$ cat src/rtl/ysyx_25040129_lsu_rd_master.sv
// AXI4-Lite single-beat load initiator: align/extend byte, half, word; optional abort via YSYX_25040129_RD_TIMEOUT_EN.
// Latency 3 cycles best case (1 when misaligned); AR/R wait indefinitely on the slave, resp has no backpressure.
module ysyx_25040129_lsu_rd_master #(
    parameter int unsigned TIMEOUT_CYCLES = 255
) (
    input  logic        clk,
    input  logic        rst,
    input  logic        req_valid,
    output logic        req_ready,
    input  logic [31:0] req_addr,
    input  logic [1:0]  req_size,
    input  logic        req_signed,
    output logic        resp_valid,
    output logic [31:0] resp_data,
    output logic        resp_err,
    output logic [31:0] araddr,
    output logic        arvalid,
    input  logic        arready,
    input  logic [31:0] rdata,
    input  logic [1:0]  rresp,
    input  logic        rvalid,
    output logic        rready
);

    typedef enum logic [1:0] {
        S_IDLE = 2'd0,
        S_ADDR = 2'd1,
        S_DATA = 2'd2,
        S_RESP = 2'd3
    } state_t;

    state_t      r_state;
    state_t      w_state_nxt;

    logic [31:0] r_addr;
    logic [1:0]  r_size;
    logic        r_signed;
    logic        r_arvalid;
    logic        r_rready;
    logic        r_resp_valid;
    logic        r_resp_err;
    logic [31:0] r_resp_data;

    logic        w_accept;
    logic        w_req_misaligned;
    logic        w_tmo_hit;
    logic        w_resp_set;
    logic        w_resp_err_nxt;
    logic [31:0] w_resp_data_nxt;
    logic [7:0]  w_byte;
    logic [15:0] w_half;
    logic [31:0] w_load_data;

    assign req_ready  = !rst && (r_state == S_IDLE);
    assign w_accept   = req_valid && (r_state == S_IDLE);
    assign araddr     = r_addr;
    assign arvalid    = r_arvalid;
    assign rready     = r_rready;
    assign resp_valid = r_resp_valid;
    assign resp_data  = r_resp_data;
    assign resp_err   = r_resp_err;

    // Size 11 behaves as a word, so any set bit 1 demands word alignment.
    assign w_req_misaligned = ((req_size == 2'b01) && req_addr[0]) ||
                              (req_size[1] && (req_addr[1:0] != 2'b00));

`ifdef YSYX_25040129_RD_TIMEOUT_EN
    logic [15:0] r_tmo_cnt;

    always_ff @(posedge clk) begin
        if (rst) begin
            r_tmo_cnt <= '0;
        end else if (w_accept) begin
            r_tmo_cnt <= '0;
        end else if ((r_state == S_ADDR) || (r_state == S_DATA)) begin
            r_tmo_cnt <= r_tmo_cnt + 16'd1;
        end
    end

    assign w_tmo_hit = ((r_state == S_ADDR) || (r_state == S_DATA)) &&
                       (r_tmo_cnt == 16'(TIMEOUT_CYCLES));
`else
    logic w_unused_timeout;
    assign w_unused_timeout = (TIMEOUT_CYCLES != 0);
    assign w_tmo_hit        = 1'b0;
`endif

    always_comb begin
        w_byte = rdata[7:0];
        case (r_addr[1:0])
            2'd0:    w_byte = rdata[7:0];
            2'd1:    w_byte = rdata[15:8];
            2'd2:    w_byte = rdata[23:16];
            default: w_byte = rdata[31:24];
        endcase
        w_half = r_addr[1] ? rdata[31:16] : rdata[15:0];
        case (r_size)
            2'b00:   w_load_data = {{24{r_signed & w_byte[7]}}, w_byte};
            2'b01:   w_load_data = {{16{r_signed & w_half[15]}}, w_half};
            default: w_load_data = rdata;
        endcase
    end

    always_ff @(posedge clk) begin
        if (rst) begin
            r_state <= S_IDLE;
        end else begin
            r_state <= w_state_nxt;
        end
    end

    // An R handshake in the expiry cycle is checked first so it completes normally.
    always_comb begin
        w_state_nxt     = r_state;
        w_resp_set      = 1'b0;
        w_resp_err_nxt  = 1'b0;
        w_resp_data_nxt = '0;
        case (r_state)
            S_IDLE: begin
                if (req_valid) begin
                    if (w_req_misaligned) begin
                        w_state_nxt    = S_RESP;
                        w_resp_set     = 1'b1;
                        w_resp_err_nxt = 1'b1;
                    end else begin
                        w_state_nxt = S_ADDR;
                    end
                end
            end
            S_ADDR: begin
                if (w_tmo_hit) begin
                    w_state_nxt    = S_RESP;
                    w_resp_set     = 1'b1;
                    w_resp_err_nxt = 1'b1;
                end else if (arready) begin
                    w_state_nxt = S_DATA;
                end
            end
            S_DATA: begin
                if (rvalid) begin
                    w_state_nxt     = S_RESP;
                    w_resp_set      = 1'b1;
                    w_resp_err_nxt  = (rresp != 2'b00);
                    w_resp_data_nxt = (rresp != 2'b00) ? 32'h0 : w_load_data;
                end else if (w_tmo_hit) begin
                    w_state_nxt    = S_RESP;
                    w_resp_set     = 1'b1;
                    w_resp_err_nxt = 1'b1;
                end
            end
            S_RESP: begin
                w_state_nxt = S_IDLE;
            end
            default: begin
                w_state_nxt = S_IDLE;
            end
        endcase
    end

    always_ff @(posedge clk) begin
        if (rst) begin
            r_addr       <= '0;
            r_size       <= '0;
            r_signed     <= 1'b0;
            r_arvalid    <= 1'b0;
            r_rready     <= 1'b0;
            r_resp_valid <= 1'b0;
            r_resp_err   <= 1'b0;
            r_resp_data  <= '0;
        end else begin
            if (w_accept) begin
                r_addr   <= req_addr;
                r_size   <= req_size;
                r_signed <= req_signed;
            end
            r_arvalid    <= (w_state_nxt == S_ADDR);
            r_rready     <= (w_state_nxt == S_DATA);
            r_resp_valid <= (w_state_nxt == S_RESP);
            if (w_resp_set) begin
                r_resp_err  <= w_resp_err_nxt;
                r_resp_data <= w_resp_data_nxt;
            end
        end
    end

endmodule
$ cat config.mk
export PLATFORM = sky130hd
export DESIGN_NAME = ysyx_25040129_lsu_rd_master
export DESIGN_NICKNAME = d
export VERILOG_FILES = /design/src/rtl/ysyx_25040129_lsu_rd_master.sv
export SDC_FILE = /design/constraint.sdc
export NUM_CORES = 1
export LEC_CHECK = 0
export CAP_MARGIN = 10
export CORE_MARGIN = 3
export CORE_UTILIZATION = 41
export CTS_CLUSTER_SIZE = 25
export DETAILED_ROUTE_END_ITERATION = 8
export GPL_ROUTABILITY_DRIVEN = 1
export PLACE_DENSITY = 0.8
export SETUP_SLACK_MARGIN = 0.4
export SKIP_CTS_REPAIR_TIMING = 1
export SYNTH_ARGS = -nofsm -noshare
export SYNTH_HDL_FRONTEND = slang
export SYNTH_SLANG_ARGS = --single-unit
$ cat constraint.sdc
create_clock -name clk -period 2.2 [get_ports clk]
set_input_delay 0.33 -clock clk [delete_from_list [all_inputs] [get_ports clk]]
set_output_delay 0.33 -clock clk [all_outputs]
set_load 0.01 [all_outputs]
==> results of run 1 <==
-- worst paths after layout --
check        startpoint       endpoint  slack, ns
max              rvalid  resp_data[24]       0.46
min            rresp[0]       resp_err       0.44
max reg2reg  r_state[0]  resp_data[24]       0.50
min reg2reg   araddr[7]      araddr[7]       0.45
-- kinds of logic after synthesis --
kind of cell | count (synthesis) | synth area share (%)
compound gates | 110 | 25.2
simple gates | 123 | 18.4
flops | 73 | 48.0
mux | 12 | 4.40
buf+inv | 30 | 4.07
-- state kept, by name (all words and copies together) (netlist names) --
signal / cells
resp_valid: 1
arvalid: 1
araddr: 32
resp_err: 1
r_size: 2
resp_data: 32
r_state: 2
rready: 1
r_signed: 1
-- per-layer routing --
layer	vias up	global-route usage (%)	routed length, um
met2	131	38.1	4880
li1	1549	-	-
met3	17	8.78	916
met4	0	9.41	169
met1	1517	26.8	4060
met5	-	0	0
-- synth_stat cells --
library cell,number,area (um2)
nor2_1,7,26.3
nor4b_1,6,52.6
a221o_1,22,220
mux2i_1,10,100
o21ai_0,13,65.1
mux4_2,1,22.5
dfxtp_1,73,1460
nand2b_1,1,6.26
a311o_1,1,10.0
nor3b_2,1,12.5
o211a_1,1,10.0
clkbuf_1,19,71.3
a2111oi_4,1,27.5
nor3_1,5,25.0
nand3_1,3,15.0
and3b_1,1,8.76
a22oi_1,7,52.6
o221ai_1,2,17.5
o31ai_1,1,7.51
a21o_1,1,7.51
or3_1,2,12.5
o22a_1,2,17.5
a311oi_1,1,8.76
buf_6,1,11.3
inv_1,4,15.0
o21ai_1,1,5.00
o2bb2ai_1,6,52.6
nor2b_1,2,12.5
a31oi_1,8,50.1
or2_2,2,12.5
and2_1,8,50.1
nand2_1,83,312
buf_2,3,15.0
a21oi_1,43,215
nand3b_1,1,7.51
buf_1,3,11.3
and3_1,1,6.26
mux2_2,1,11.3
-- metrics by stage --
stage                     cells  area [um2]  util (%)
after floorplan             348        3060         -
after global placement      575        4640      66.4
after detailed placement    575        4640      66.4
after CTS                   591        4870      69.7
after global routing        595        4940      70.8
final                       595        4940      70.8
-- where the power goes --
part	internal [W]	total (W)	switching [W]
clock network	0.000696	0.00121	0.000509
logic	0.000361	0.000689	0.000328
registers	0.00139	0.00144	0.0000486
-- critical path, delay by kind of cell --
family,cells,cell delay (ns)
buffers and inverters,2,0.73
AOI/OAI and AO/OA,2,0.50
and+or+nand+nor,2,0.48
-- final cells by class --
class                   count  area [um2]
clock inverters             5        77.6
well taps                  96         120
clock buffers              11         151
flip-flops and latches     73        1470
fillers                   542        2040
multi-input cells         245        1500
inverters                   4        15.0
repair buffers            161        1610
==> results_dict.tcl, run 1 <==
set metrics [dict create \
    ir_drop_v 0.000519 \
    crit_slowest_cell "clkdlybuf4s50_1" \
    crit_type "input port to flop" \
    synthCells 348 \
    maxSlewViolCount 0 \
    final_layout_size_suffix_gt1_share_pct 9.82 \
    cp.required_ns 2.50 \
    fin_crit_ns 1.74 \
    fin_setup_tns_ns 0 \
    worstRegToRegCells 5 \
    worst_pin_slew_ns 0.430 \
    antenna_found_initial 0 \
    cp-start-kind "input port" \
    hold_slack_ns 0.441 \
    hold_path_depth 3 \
    relSlewSlack_pct 71.2 \
    yosys_warnings 0 \
    finalWeightedCongestion 0.902 \
    post_drt_via_cell_ratio 5.40 \
    finClkSkew_ns 0.00964 \
    rsz0062_at_grt "true" \
    h-tree-depth 3 \
    status "finished clean" \
    post-route-drc-count 0 \
    clk_latency_ns 0.35 \
    clk_pin_slew_worst_paths_ns 0.08 \
    wl_per_cell_um 16.8 \
    synth_seq_cells 73 \
    total_leakage_power_nw 1.82 \
    initialDrtViolationCount 147 \
    hold_class "input port to flop" \
    grt_usage_pct 23.1 \
    layout_setup_ws_ns 0.459 \
    fmax_mhz 575 \
    grt_pass1_vias 3060 \
    die_y_um 92.2 \
    hold_viol_final 0 \
    drt-total-wl_mm 10.0 \
    grt_max_degree 42 \
    mostFrequentLayoutCell "clkdlybuf4s50_1" \
    syn-cell-area_um2 3050 \
    num-nets-final 568 \
    cp_max_fo 7 \
    dp_hpwl_mm 7.07 \
    die_w_um 92.2 \
    path_cells "clkdlybuf4s50_1 > nand3b_1 > or3_4 > a2111oi_4 > buf_4 > a221o_1" \
    die-area_um2 8500 \
    final_cell_mix "clkdlybuf4s50_1 (137), nand2_1 (83), dfxtp_1 (69), a21oi_1 (43), a221o_1 (22)" \
    cts_sinks 73 \
    syn_avg_cell_area_um2 8.75 \
    drtAntennaViolNets 0 \
    period_share_pct 79.1 \
    p_total_w 0.00333 \
    num_rows 30 \
    via_count 3214 \
    cts_buffers 9 \
    grt_pass1_wl_mm 15.5 \
    core_area_um2 6980 \
    worst_setup_path_end_kind "flop" \
    first_pass_iters 4 \
    tritoncts "built" \
    start_util_pct 43.6 \
    setup-violations-final 0 \
    cp.arrival_ns 2.04 \
    area_growth_pct 62.3 \
    dp_worst_setup_slack_ns -0.0340 \
    synth_seq_area_share_pct 48.0 \
    max-cap-violations 0 \
    slowest_delay_ns 0.49 \
    clockBufferDepth 2 \
    portBuffers 142 \
    cts_root_buffer "clkbuf_8" \
    yosysUniqueCellTypes 38 \
    pin_count 143 \
    grt-ovfl-total 0 \
    diodes 0 \
    synth_fp_nets 422 \
    powerDensity_nw_per_um2 675 \
]
Note: power is estimated with default switching activity, not from simulation.
==> inputs of run 2 (changes only) <==
==> constraint.sdc (replaced) <==
create_clock -name clk -period 1.8 [get_ports clk]
set_input_delay 0.27 -clock clk [delete_from_list [all_inputs] [get_ports clk]]
set_output_delay 0.27 -clock clk [all_outputs]
set_load 0.01 [all_outputs]
==> results_dict.tcl, run 2 (same netlist as run 1, synthesis figures left out) <==
set metrics [dict create \
    die_w_um 92.2 \
    fin_setup_tns_ns -0.0309 \
    slowest_delay_ns 0.37 \
    tritoncts "built" \
    switching_share_pct 28.6 \
    grt_pass1_wl_mm 15.8 \
    wl_per_cell_um 19.8 \
    regToRegEndpoint "resp_data[18]" \
    violations "setup timing" \
    placed_cells 589 \
    cts_root_buffer "clkbuf_8" \
    mostFrequentLayoutCell "dlymetal6s2s_1" \
    cp.required_ns 2.03 \
    critPathTopFamily "buffers and inverters" \
    max-cap-violations 0 \
    final_cell_mix "dlymetal6s2s_1 (71), dfxtp_1 (70), clkdlybuf4s50_1 (70), nand2_1 (60), a21oi_2 (27)" \
    cp_max_fo 7 \
    register_area_um2 1470 \
    dp_hpwl_mm 7.42 \
    multi_input_area_um2 1710 \
    cp_num_buf_inv 4 \
    grt_usage_pct 23.2 \
    relSlewSlack_pct 61.2 \
    rsz0062_at_grt "true" \
    hold_class "input port to flop" \
    cts_buffers 9 \
    worst_pin_slew_ns 0.582 \
    grt_max_degree 37 \
    drtAntennaViolNets 0 \
    finClkSkew_ns 0.0109 \
    hold_slack_ns 0.345 \
    portBuffers 142 \
    n_fill_cell 410 \
    setup-violations-final 5 \
    fin_area_um2 5610 \
    grt_pass1_vias 3215 \
    placement.cell_area_um2 4760 \
    pin_count 143 \
    p_comb_share_pct 25.7 \
    area_growth_pct 84.2 \
    cp-start-kind "flop" \
    crit_slowest_cell "dfxtp_4" \
    hold_end "resp_err" \
    clockBufferDepth 2 \
    first_pass_iters 6 \
    clk_latency_ns 0.35 \
    die-area_um2 8500 \
    diodes 0 \
    layout_setup_ws_ns -0.00887 \
    initialDrtViolationCount 164 \
    fin_crit_ns 1.81 \
    powerDensity_nw_per_um2 773 \
    stdcell_count 620 \
    cp.arrival_ns 2.04 \
    clockPowerShare_pct 33.9 \
    num-nets-final 593 \
    hold_viol_final 0 \
    post-route-drc-count 0 \
    post_drt_via_cell_ratio 5.68 \
    final_layout_size_suffix_gt1_share_pct 24.2 \
    via_count 3524 \
    worst_setup_path_end_kind "flop" \
    h-tree-depth 3 \
    switching_power_w 0.00124 \
    start_util_pct 43.6 \
    grt-ovfl-total 0 \
    hold_path_depth 3 \
    min_from "rresp[0]" \
    num_rows 30 \
    drt-total-wl_mm 12.3 \
    seqPwrFrac_pct 40.4 \
    p_int_w 0.00310 \
    period_share_pct 100 \
    fmax_mhz 553 \
    path_cells "buf_4 > buf_4 > nor3b_4 > buf_6 > a311oi_4 > buf_6 > a221o_1" \
    maxSlewViolCount 0 \
    finalWeightedCongestion 0.863 \
    clk_pin_slew_worst_paths_ns 0.08 \
    ir_drop_v 0.000596 \
    core_area_um2 6980 \
    total_leakage_power_nw 3.22 \
    r2r_slack_ns -0.009 \
    rr_startpoint "r_state[0]" \
    die_y_um 92.2 \
    cts_sinks 73 \
    antenna_found_initial 0 \
    status "finished with violations" \
    post-route-util_pct 80.3 \
    crit_type "flop to flop" \
    worstRegToRegCells 7 \
]
-- run 2: cell count changes in the layout (fill, tap and decap cells not counted), moves of 8 or more --
cell and delta:
dlymetal6s2s_1 +66, a21oi_2 +27, clkdlybuf4s50_1 -67, nand2_1 -23
nand2_4 +8, a21oi_1 -27, buf_4 +12, nand2_2 +15
buf_6 +8
-- run 2: through the flow --
stage | setup slack [ns] | total power (W)
3_5_place_dp | -0.432 | 0.00266
3_3_place_gp | -0.369 | 0.00264
2_1_floorplan | -0.0113 | 0.00218
5_1_grt | -0.0672 | 0.00449
4_1_cts | -0.0684 | 0.00411
6_report | -0.00887 | 0.00434
-- run 2: final cells by class --
| type | instances | share of cell area [%] |
|---|---|---|
| Clock inverter | 6 | 1.61 |
| Sequential cell | 73 | 26.2 |
| Tap cell | 96 | 2.14 |
| Clock buffer | 10 | 2.45 |
| Timing Repair Buffer | 186 | 36.9 |
| Multi-Input combinational cell | 245 | 30.5 |
| Inverter | 4 | 0.268 |
-- run 2: how the worst max path moves through the flow --
stage / cells after the start / slack [ns] / from / endpoint
floorplan: 6 / -0.01 / rresp[1] / resp_data[24]
global placement: 6 / -0.37 / rresp[1] / resp_data[26]
detailed placement: 6 / -0.43 / rresp[1] / resp_data[18]
CTS: 3 / -0.07 / r_state[1] / req_ready
global route: 7 / -0.07 / r_state[0] / resp_data[12]
finish: 7 / -0.009 / r_state[0] / resp_data[18]
-- run 2: metal layers --
| metal | GRT usage [%] | wire, um |
|---|---|---|
| met1 | 26.3 | 4670 |
| met2 | 40.6 | 6290 |
| met3 | 7.22 | 1010 |
| met4 | 8.79 | 328 |
| met5 | 0 | 0 |
-- run 2: tightest hold or removal path: stages --
cell	delay [ns]
dlymetal6s2s_1	0.13
o21ai_0	0.10
a31oi_1	0.15
-- run 2: power groups by stage --
| stage | Clock, W | Sequential, W | Combinational (W) |
|---|---|---|---|
| global route | 0.00156 | 0.00176 | 0.00117 |
| finish | 0.00147 | 0.00175 | 0.00111 |
| floorplan | 0 | 0.00181 | 0.000372 |
| CTS | 0.00148 | 0.00175 | 0.000879 |
| detailed placement | 0 | 0.00179 | 0.000874 |
| global placement | 0 | 0.00178 | 0.000855 |
==> inputs of run 3 (changes only) <==
==> constraint.sdc (replaced) <==
create_clock -name clk -period 1.8 [get_ports clk]
set_input_delay 0.27 -clock clk [delete_from_list [all_inputs] [get_ports clk]]
set_output_delay 0.27 -clock clk [all_outputs]
set_load 0.05 [all_outputs]
==> results_dict.tcl, run 3 (same netlist as run 1, synthesis figures left out) <==
set metrics [dict create \
    status "finished clean" \
    worst_setup_path_end_kind "flop" \
    hold_path_depth 3 \
    powerDensity_nw_per_um2 854 \
    relSlewSlack_pct 64.3 \
    grt_usage_pct 22.5 \
    mostFrequentLayoutCell "dfxtp_1" \
    n_fill_cell 464 \
    final_cell_mix "dfxtp_1 (69), nand2_1 (68), clkdlybuf4s50_1 (65), a21oi_1 (39), clkbuf_2 (39)" \
    regToRegEndpoint "resp_data[31]" \
    drtAntennaViolNets 0 \
    switching_power_w 0.00142 \
    period_share_pct 99.1 \
    hold_viol_final 0 \
    portBuffers 142 \
    clockBufferDepth 2 \
    final_layout_size_suffix_gt1_share_pct 30.8 \
    worst_pin_slew_ns 0.535 \
    fin_crit_ns 1.78 \
    wl_per_cell_um 18.6 \
    fmax_mhz 561 \
    cp.arrival_ns 2.07 \
    seqPwrFrac_pct 38.4 \
    area_growth_pct 76.3 \
    placed_cells 585 \
    grt_pass1_vias 3212 \
    fin_area_um2 5370 \
    post_drt_via_cell_ratio 5.54 \
    dp_worst_setup_slack_ns -0.397 \
    finClkSkew_ns 0.00730 \
    dp_hpwl_mm 7.08 \
    via_count 3460 \
    grt-ovfl-total 0 \
    cp_max_fo 8 \
    grt_max_degree 42 \
    initialDrtViolationCount 272 \
    tritoncts "built" \
    num-nets-final 598 \
    r2r_slack_ns 0.02 \
    crit_type "flop to flop" \
    die_w_um 92.2 \
    p_comb_share_pct 29.4 \
    finalWeightedCongestion 0.885 \
    p_total_w 0.00459 \
    stdcell_count 625 \
    layout_setup_ws_ns 0.0160 \
    clk_latency_ns 0.34 \
    first_pass_iters 5 \
    num_rows 30 \
    drt-total-wl_mm 11.6 \
    diodes 0 \
    cts_sinks 73 \
    p_int_w 0.00317 \
    ir_drop_v 0.000537 \
    fin_setup_tns_ns 0 \
    pin_count 143 \
    clockPowerShare_pct 32.2 \
    die_y_um 92.2 \
    hold_end "araddr[0]" \
    setup-violations-final 0 \
    cp-start-kind "flop" \
    clk_pin_slew_worst_paths_ns 0.08 \
    max-cap-violations 0 \
    hold_class "input port to flop" \
    rr_startpoint "r_state[0]" \
    rsz0062_at_grt "true" \
    cp.required_ns 2.09 \
    switching_share_pct 31.0 \
    antenna_found_initial 0 \
    placement.cell_area_um2 4750 \
    total_leakage_power_nw 2.48 \
    cts_buffers 9 \
    post-route-drc-count 0 \
    maxSlewViolCount 0 \
    min_from "req_addr[0]" \
    worstRegToRegCells 6 \
    start_util_pct 43.6 \
    cts_root_buffer "clkbuf_8" \
    die-area_um2 8500 \
    h-tree-depth 3 \
    grt_pass1_wl_mm 15.5 \
    core_area_um2 6980 \
]
-- run 3: cell count changes in the layout (fill, tap and decap cells not counted), moves of 7 or more --
cell	delta
a21oi_1	+23
a21oi_2	-23
buf_4	+9
clkbuf_2	+39
dlymetal6s2s_1	-46
nand2_1	+8
o21ai_0	-7
-- run 3: per-layer routing --
metal  global-route usage (%)  vias to the layer above  wire (um)
met4                     7.18                        0        293
met1                     27.2                     1643       4370
met5                        0                        -          0
met2                     37.7                      182       5810
li1                         -                     1610          -
met3                     7.30                       25       1140
-- run 3: how the worst max path moves through the flow --
| stage | startpoint | end | cells past startpoint |
|---|---|---|---|
| 6_report | r_state[0] | resp_data[31] | 6 |
| 3_3_place_gp | rresp[1] | resp_data[16] | 6 |
| 4_1_cts | rresp[1] | resp_data[17] | 6 |
| 5_1_grt | r_state[0] | resp_data[26] | 6 |
| 2_1_floorplan | rresp[1] | resp_data[17] | 6 |
| 3_5_place_dp | rresp[1] | resp_data[17] | 6 |
-- run 3: metrics by stage --
stage / utilization (%) / hold slack (ns)
after floorplan: - / 0.356
after global placement: 68.1 / 0.441
after detailed placement: 68.1 / 0.448
after CTS: 71.4 / 0.459
after global routing: 76.9 / 0.225
final: 76.9 / 0.212
-- run 3: critical path, stage by stage, from the launching register on --
cell and delay, ns:
dfxtp_4 0.35, nand3b_1 0.20, or3_4 0.44, a2111oi_4 0.27, buf_4 0.21, clkbuf_16 0.16
a221o_1 0.11
-- run 3: final cells by class --
cell class / count / area (um2) / area share [%]
clock buffers: 12 / 156 / 2.91
repair buffers: 191 / 1870 / 34.8
well taps: 96 / 120 / 2.24
inverters: 4 / 15.0 / 0.280
multi-input cells: 245 / 1660 / 30.9
clock inverters: 4 / 73.8 / 1.37
flip-flops and latches: 73 / 1470 / 27.5
-- run 3: power by group through the flow --
stage                     registers [W]  logic, W  clock network (W)
after floorplan                 0.00203  0.000387                  0
after global placement          0.00178   0.00109                  0
after detailed placement        0.00179   0.00110                  0
after CTS                       0.00175   0.00111            0.00148
after global routing            0.00177   0.00142            0.00156
final                           0.00176   0.00135            0.00148
